<file path="src/rtl/rotating_pattern_nx.sv">
// rotating_pattern_nx: animates a looping square or a perimeter-chasing segment across an
// N-digit multiplexed common-anode seven-segment display, with speed, direction and pause/step.
module rotating_pattern_nx #(
  parameter int NUM_DIGITS  = 4,
  parameter int STEP_DIV    = 50_000_000,
  parameter int REFRESH_DIV = 50_000,
  parameter int PW          = $clog2(2*NUM_DIGITS+4)
) (
  input  logic                  clk,
  input  logic                  rst_n,
  input  logic                  en,
  input  logic                  cw,
  input  logic                  mode,
  input  logic [1:0]            speed,
  input  logic                  step,
  output logic [NUM_DIGITS-1:0] an,
  output logic [7:0]            seg,
  output logic [PW-1:0]         pos,
  output logic                  wrap
);
  localparam int DW = $clog2(NUM_DIGITS);
  localparam int SW = $clog2(STEP_DIV);
  localparam int RW = $clog2(REFRESH_DIV);
  localparam logic [PW-1:0] LAST_SQ  = PW'(2*NUM_DIGITS-1);
  localparam logic [PW-1:0] LAST_PER = PW'(2*NUM_DIGITS+3);

  logic [SW-1:0] step_cnt;
  logic [SW-1:0] step_last;
  logic          step_tick;
  logic          mode_q;
  logic          advance;
  logic [PW-1:0] last_pos;
  logic [RW-1:0] ref_cnt;
  logic [DW-1:0] scan;
  logic [DW-1:0] tgt;
  logic [7:0]    pat;
  int            pos_i;

  // >= compare so that shortening the period mid-count ticks on the very next cycle
  assign step_last = SW'((STEP_DIV >> speed) - 1);
  assign advance   = (en && step_tick) || (!en && step);
  assign last_pos  = mode_q ? LAST_PER : LAST_SQ;

  always_ff @(posedge clk or negedge rst_n) begin
    if (!rst_n) begin
      step_cnt  <= '0;
      step_tick <= 1'b0;
      mode_q    <= 1'b0;
      pos       <= '0;
      wrap      <= 1'b0;
    end else if (mode != mode_q) begin
      mode_q    <= mode;
      pos       <= '0;
      step_cnt  <= '0;
      step_tick <= 1'b0;
      wrap      <= 1'b0;
    end else begin
      if (step_cnt >= step_last) begin
        step_cnt  <= '0;
        step_tick <= 1'b1;
      end else begin
        step_cnt  <= step_cnt + SW'(1);
        step_tick <= 1'b0;
      end
      wrap <= 1'b0;
      if (advance) begin
        if (cw) begin
          if (pos == last_pos) begin
            pos  <= '0;
            wrap <= 1'b1;
          end else begin
            pos <= pos + PW'(1);
          end
        end else if (pos == '0) begin
          pos  <= last_pos;
          wrap <= 1'b1;
        end else begin
          pos <= pos - PW'(1);
        end
      end
    end
  end

  // scan wraps explicitly at N-1 so non-power-of-two digit counts work
  always_ff @(posedge clk or negedge rst_n) begin
    if (!rst_n) begin
      ref_cnt <= '0;
      scan    <= '0;
    end else if (ref_cnt == RW'(REFRESH_DIV-1)) begin
      ref_cnt <= '0;
      scan    <= (scan == DW'(NUM_DIGITS-1)) ? '0 : scan + DW'(1);
    end else begin
      ref_cnt <= ref_cnt + RW'(1);
    end
  end

  always_comb begin
    pos_i = int'(pos);
    tgt   = '0;
    pat   = 8'hFF;
    if (!mode_q) begin
      if (pos_i < NUM_DIGITS) begin
        tgt = DW'(pos_i);
        pat = 8'h9C;
      end else begin
        tgt = DW'(2*NUM_DIGITS-1-pos_i);
        pat = 8'hA3;
      end
    end else if (pos_i < NUM_DIGITS) begin
      tgt = DW'(NUM_DIGITS-1-pos_i);
      pat = 8'hFE;
    end else if (pos_i == NUM_DIGITS) begin
      tgt = '0;
      pat = 8'hFD;
    end else if (pos_i == NUM_DIGITS+1) begin
      tgt = '0;
      pat = 8'hFB;
    end else if (pos_i <= 2*NUM_DIGITS+1) begin
      tgt = DW'(pos_i-NUM_DIGITS-2);
      pat = 8'hF7;
    end else if (pos_i == 2*NUM_DIGITS+2) begin
      tgt = DW'(NUM_DIGITS-1);
      pat = 8'hEF;
    end else begin
      tgt = DW'(NUM_DIGITS-1);
      pat = 8'hDF;
    end
  end

  assign an  = ~(NUM_DIGITS'(1) << scan);
  assign seg = (scan == tgt) ? pat : 8'hFF;

endmodule
</file>
<file path="config.mk">
export PLATFORM = sky130hd
export DESIGN_NAME = rotating_pattern_nx
export DESIGN_NICKNAME = d
export VERILOG_FILES = /design/src/rtl/rotating_pattern_nx.sv
export SDC_FILE = /design/constraint.sdc
export NUM_CORES = 1
export LEC_CHECK = 0
export CAP_MARGIN = 20
export CORE_MARGIN = 5
export CORE_UTILIZATION = 45
export DETAILED_ROUTE_END_ITERATION = 16
export SLEW_MARGIN = 20
export SYNTH_ARGS = -nofsm -noshare
export SYNTH_HDL_FRONTEND = slang
export SYNTH_SLANG_ARGS = --single-unit
export TNS_END_PERCENT = 5
</file>
<file path="constraint.sdc">
create_clock -name clk -period 3.3 [get_ports clk]
set_input_delay 0.66 -clock clk [delete_from_list [all_inputs] [get_ports clk]]
set_output_delay 0.66 -clock clk [all_outputs]
set_load 0.005 [all_outputs]
</file>
==> summary.txt, run 1 <==
IO Port Bufs - 23
Clock Latency Late Sink - 0.30 ns
CP Data Required Time - 2.64 ns
Tightest Hold Check Type - in -> async
TritonCTS Buffers - 5
Most frequent cells after synthesis - dfrtp_1, nor2_1, nor3_1, ha_1, xnor2_1
Peak supply drop - 0.207 mV
Max Root-Sink Buffers - 2
Startpoint types - register
Rel. slew slack - 45.5%
Fmax - 314 MHz
CP max stage cell - clkdlybuf4s50_1
Initial Util - 46.1%
Ant. Diodes - 0
FF-to-FF setup slack - 0.95 ns
Die width - 99.0 µm
Area Overhead vs Synth - 16.6%
Post-Layout Cell Count - 532
DRT Wirelength - 7780 µm
Worst hold slack - 0.428 ns
Power Total - 1.37 mW
RSZ-0062 raised after global routing - no
# IOs - 25
Final worst slack - 0.120 ns
Placed insts - 523
Share of flip-flops with an asynchronous set or reset - 100%
CP Cell Sequence - inv_2, ha_2, o21bai_2, a211oi_2, a211oi_2, xnor2_2, buf_4, o211ai_1, clkdlybuf4s50_1
Largest stage delay, worst path - 0.52 ns
CP most frequent cell - a211oi_2
Register bit total from synthesis - 51
Max_cap viols - 0
Max H-tree Level - 2
Sequential share of the synthesized area - 35.8%
Synth Instances - 399
Clock sinks - 51
Area of the multi-input gates - 2180 µm²
Reg power frac - 47.7%
Drt first pass iters - 4
RD Place Congestion - 0.769
HPWL Detailed - 5740 µm
Max Slew Vio Count - 0
Drt wl/cell - 14.6 µm
Clock Skews - 0.00956 ns
Period utilization - 96.4%
Die area - 9800 µm²
Total Nets Final - 468
Rows - 32
CTS root buf - clkbuf_8
Syn avg cell area - 8.94 µm²
Share of the synthesized area in the top cell type - 35.8%
First-pass GRT wire length - 13,600 µm
PwrDens - 330 nW/µm²
Fill cells - 733
Internal power - 1.01 mW
CTS Hold Bufs - 0
Total congestion overflow - 0
Placeable core region - 7730 µm²
Total area of sequential cells - 1280 µm²
Clock transition at the registers of the reported paths - 0.10 ns
Post-place setup slack - 0.0335 ns
DRT iter0 DRCs - 73
Main area contributors after synthesis - dfrtp_1, ha_1, xnor2_1, nor3_1, nor2_1
Vias in the first global route - 2,886
Via/cell ratio - 5.49
Netlist cell types - 59
Worst-margin pin slew - 0.814 ns
Area leader, netlist - dfrtp_1
DRC viols - 0
Critical path peak fanout - 7
Net Switching - 0.366 mW
CTS tree - done
Combinational share of power - 19.0%
Post-route ant nets - 0
Share of cells above drive strength 1 - 12.8%
CP endpoint kind - output port
Die Ht - 99.0 µm
Final Critical Period - 3.18 ns
Crit Path Class - reg -> out
Antenna violations before repair - 0
Clk pwr share - 33.3%
Switching share of power - 26.7%
Via count - 2,921
Status - finished, final reports clean
Final setup vio count - 0
EDFF count, synth - 0
Top_reg_cell synth - dfrtp_1
Setup TNS Final - 0 ns
Tot GR Track Use - 16.6%
Leakage - 1.80 nW
CP arrival - 2.52 ns
Final Hold Violating Endpoints - 0
Ys Warns - 0
Largest net degree at the start of global routing - 34
Mapped Area - 3570 µm²
Most numerous cell in the Yosys netlist - dfrtp_1
final timing paths:
path,startpoint,end,depth (start not counted)
worst max register to register,step_cnt[19],step_cnt[11],7
worst min register to register,ref_cnt[0],ref_cnt[0],1
worst min-delay path,rst_n,step_cnt[25],1
worst max-delay path,pos[1],seg[3],9
min in group clk,ref_cnt[0],ref_cnt[0],1
max in group asynchronous,rst_n,step_cnt[15],2
state kept, by name, indices dropped and copies added (netlist names):
register   count
ref_cnt       16
wrap           1
step_cnt      26
step_tick      1
scan           2
pos            4
mode_q         1
critical path: cells and delay by family, from the launching register on:
| kind | cells | cell delay, ns |
|---|---|---|
| AOI/OAI and AO/OA | 4 | 0.56 |
| xor gates and xnor gates | 1 | 0.16 |
| adders and majority gates | 1 | 0.28 |
| buffers and inverters | 3 | 0.81 |
| DFF | 1 | 0.40 |
cell families (layout without fill, tap and decap cells):
group	after synthesis	after routing	share of synthesized area (%)
other cells	2	4	0.211
fa+ha+maj	31	31	10.9
flops	51	51	35.8
simple gates	167	167	24.4
buf+inv	43	72	5.23
compound gates	59	59	12.1
mux	2	2	0.596
xor+xnor	44	44	10.8
what timing repair did:
action	in CTS	in global routing
pin swaps	1	4
setup endpoints to repair	7	7
resized for setup	6	7
setup buffers	1	0
gates cloned	0	0
hold endpoints to repair	0	0
layout by cell type (no fill, tap or decap), drive strengths merged, types with 18 or more instances in the layout:
master	n
dfrtp	51
nor3	36
nor2	35
ha	31
xnor2	29
nand2	28
inv	25
nand3	23
clkdlybuf4s50	22
buf	18
stage by stage:
stage	instance area, µm²	util (%)
final	4160	53.8
after global routing	4160	53.8
after CTS	4130	53.5
after detailed placement	3970	51.4
after global placement	3970	51.4
after floorplan	3570	-
power by group through the flow:
stage	Sequential, mW	Combinational (mW)	Clock [mW]
3_3_place_gp	0.665	0.236	0
3_5_place_dp	0.665	0.238	0
5_1_grt	0.657	0.290	0.496
4_1_cts	0.653	0.253	0.476
2_1_floorplan	0.660	0.144	0
6_report	0.654	0.261	0.457
metal layers:
| metal | routed length, µm | vias to the layer above | global-route usage (%) |
|---|---|---|---|
| li1 | - | 1464 | - |
| met1 | 3740 | 1389 | 22.5 |
| met2 | 3640 | 56 | 27.3 |
| met3 | 233 | 12 | 2.19 |
| met4 | 168 | 0 | 5.57 |
| met5 | 0 | - | 0 |
cell type report:
type,count,area share [%]
Clock buffer,6,1.99
Clock inverter,2,0.933
Inverter,24,2.17
Multi-Input combinational cell,307,52.4
Sequential cell,51,30.7
Tap cell,102,3.07
Timing Repair Buffer,40,8.79
Power figures use the tool's default switching activity.
==> inputs of run 2 (changes only) <==
CORE_UTILIZATION = 60   (was 45)
CTS_BUF_LIST = sky130_fd_sc_hd__clkbuf_2 sky130_fd_sc_hd__clkbuf_4 sky130_fd_sc_hd__clkbuf_8   (was default)
PLACE_DENSITY = 0.81   (was default)
==> summary.txt, run 2 (synthesized netlist as in run 1, its figures left out) <==
Setup TNS Final - 0 ns
Final Critical Period - 3.24 ns
IO Port Bufs - 23
Initial Util - 60.9%
Vias in the first global route - 2,910
Post-route ant nets - 0
Worst-margin pin slew - 0.837 ns
Fill cells - 458
Max Slew Vio Count - 0
Most frequent cells in the layout - dfrtp_1, nor2_1, nor3_1, ha_1, nand2_1
Share of cells above drive strength 1 - 12.3%
Clock transition at the registers of the reported paths - 0.10 ns
Final Hold Violating Endpoints - 0
RD Place Congestion - 0.847
Area Overhead vs Synth - 15.3%
Drt wl/cell - 15.1 µm
Die width - 87.1 µm
Startpoint types - register
CP Data Required Time - 2.64 ns
Largest net degree at the start of global routing - 37
Period utilization - 98.2%
First-pass GRT wire length - 13,200 µm
RSZ-0062 raised after global routing - yes
Clock Skews - 0.00756 ns
Final setup vio count - 0
Leakage - 1.79 nW
Most common cell after layout, fill and taps aside - dfrtp_1
Final core utilization - 70.3%
Clock Latency Late Sink - 0.30 ns
Max Root-Sink Buffers - 2
Largest register FFs - 26
Drt first pass iters - 4
Die area - 7580 µm²
Via count - 2,971
Peak supply drop - 0.383 mV
Max_cap viols - 0
Die Ht - 87.1 µm
HPWL Detailed - 5440 µm
Final worst slack - 0.0590 ns
CP endpoint kind - output port
TritonCTS Buffers - 5
CP arrival - 2.58 ns
Ant. Diodes - 0
DRC viols - 0
Clock sinks - 51
Placeable core region - 5850 µm²
Tot GR Track Use - 21.5%
# IOs - 25
Fmax - 309 MHz
Crit Path Class - reg -> out
Rows - 28
Largest register by flop count - step_cnt
PwrDens - 328 nW/µm²
DRT iter0 DRCs - 143
Rel. slew slack - 44.2%
Status - finished, final reports clean
Tightest Hold Check Type - in -> async
Total Nets Final - 468
CTS root buf - clkbuf_8
Largest registers - step_cnt (26), ref_cnt (16), pos (4)
Power Total - 1.35 mW
Max H-tree Level - 2
CTS tree - done
Antenna violations before repair - 0
Via/cell ratio - 5.88
Critical path peak fanout - 7
Post-place setup slack - -0.00476 ns
Total congestion overflow - 0
DRT Wirelength - 7650 µm
## run 2: worst max-delay path, stage by stage, from the launching register on
cell	delay, ns
dfrtp_2	0.45
buf_4	0.16
ha_4	0.18
nor4bb_1	0.31
o211ai_1	0.18
a2bb2oi_2	0.19
xnor2_2	0.19
o211ai_1	0.13
clkdlybuf4s50_1	0.47
## run 2: cell type report
cell class	count	area [µm²]	area share (%)
Multi-Input combinational cell	307	2170	52.7
Sequential cell	51	1280	31.1
Clock buffer	5	68.8	1.67
Inverter	24	90.1	2.19
Tap cell	75	93.8	2.28
Timing Repair Buffer	40	368	8.94
Clock inverter	3	46.3	1.13
## run 2: worst paths after layout
check | start | endpoint | slack (ns) | cells past startpoint
max | pos[0] | seg[3] | 0.06 | 8
min | rst_n | ref_cnt[15] | 0.45 | 1
max reg2reg | step_cnt[19] | step_cnt[12] | 0.93 | 7
min reg2reg | ref_cnt[0] | ref_cnt[0] | 0.49 | 1
max in group asynchronous | rst_n | ref_cnt[7] | 2.12 | 2
min in group clk | ref_cnt[0] | ref_cnt[0] | 0.49 | 1
## run 2: layer usage
layer	up-vias	share of wire, %	global-route usage (%)
met5	-	0	0
met1	1428	44	27.0
li1	1465	-	-
met4	0	1.5	6.14
met2	66	51	37.6
met3	12	3.7	4.07
## run 2: timing repair
| item | 4_1_cts | 5_1_grt |
|---|---|---|
| gates resized for setup | 4 | 8 |
| pin swaps | 0 | 3 |
| endpoints found under the setup margin | 7 | 7 |
| hold buffers | 0 | 0 |
| buffers inserted | 0 | 2 |
## run 2: where the power goes
group / switching [mW] / leakage (nW) / internal, mW
sequential: 0.0175 / 0.690 / 0.636
clock: 0.210 / 0.0548 / 0.228
combinational: 0.141 / 1.05 / 0.115
## run 2: metrics by stage
stage	area [µm²]	cells	hold slack (ns)
after floorplan	3570	401	0.364
after global placement	3930	495	0.473
after detailed placement	3930	495	0.483
after CTS	4070	503	0.462
after global routing	4110	505	0.500
final	4110	505	0.452
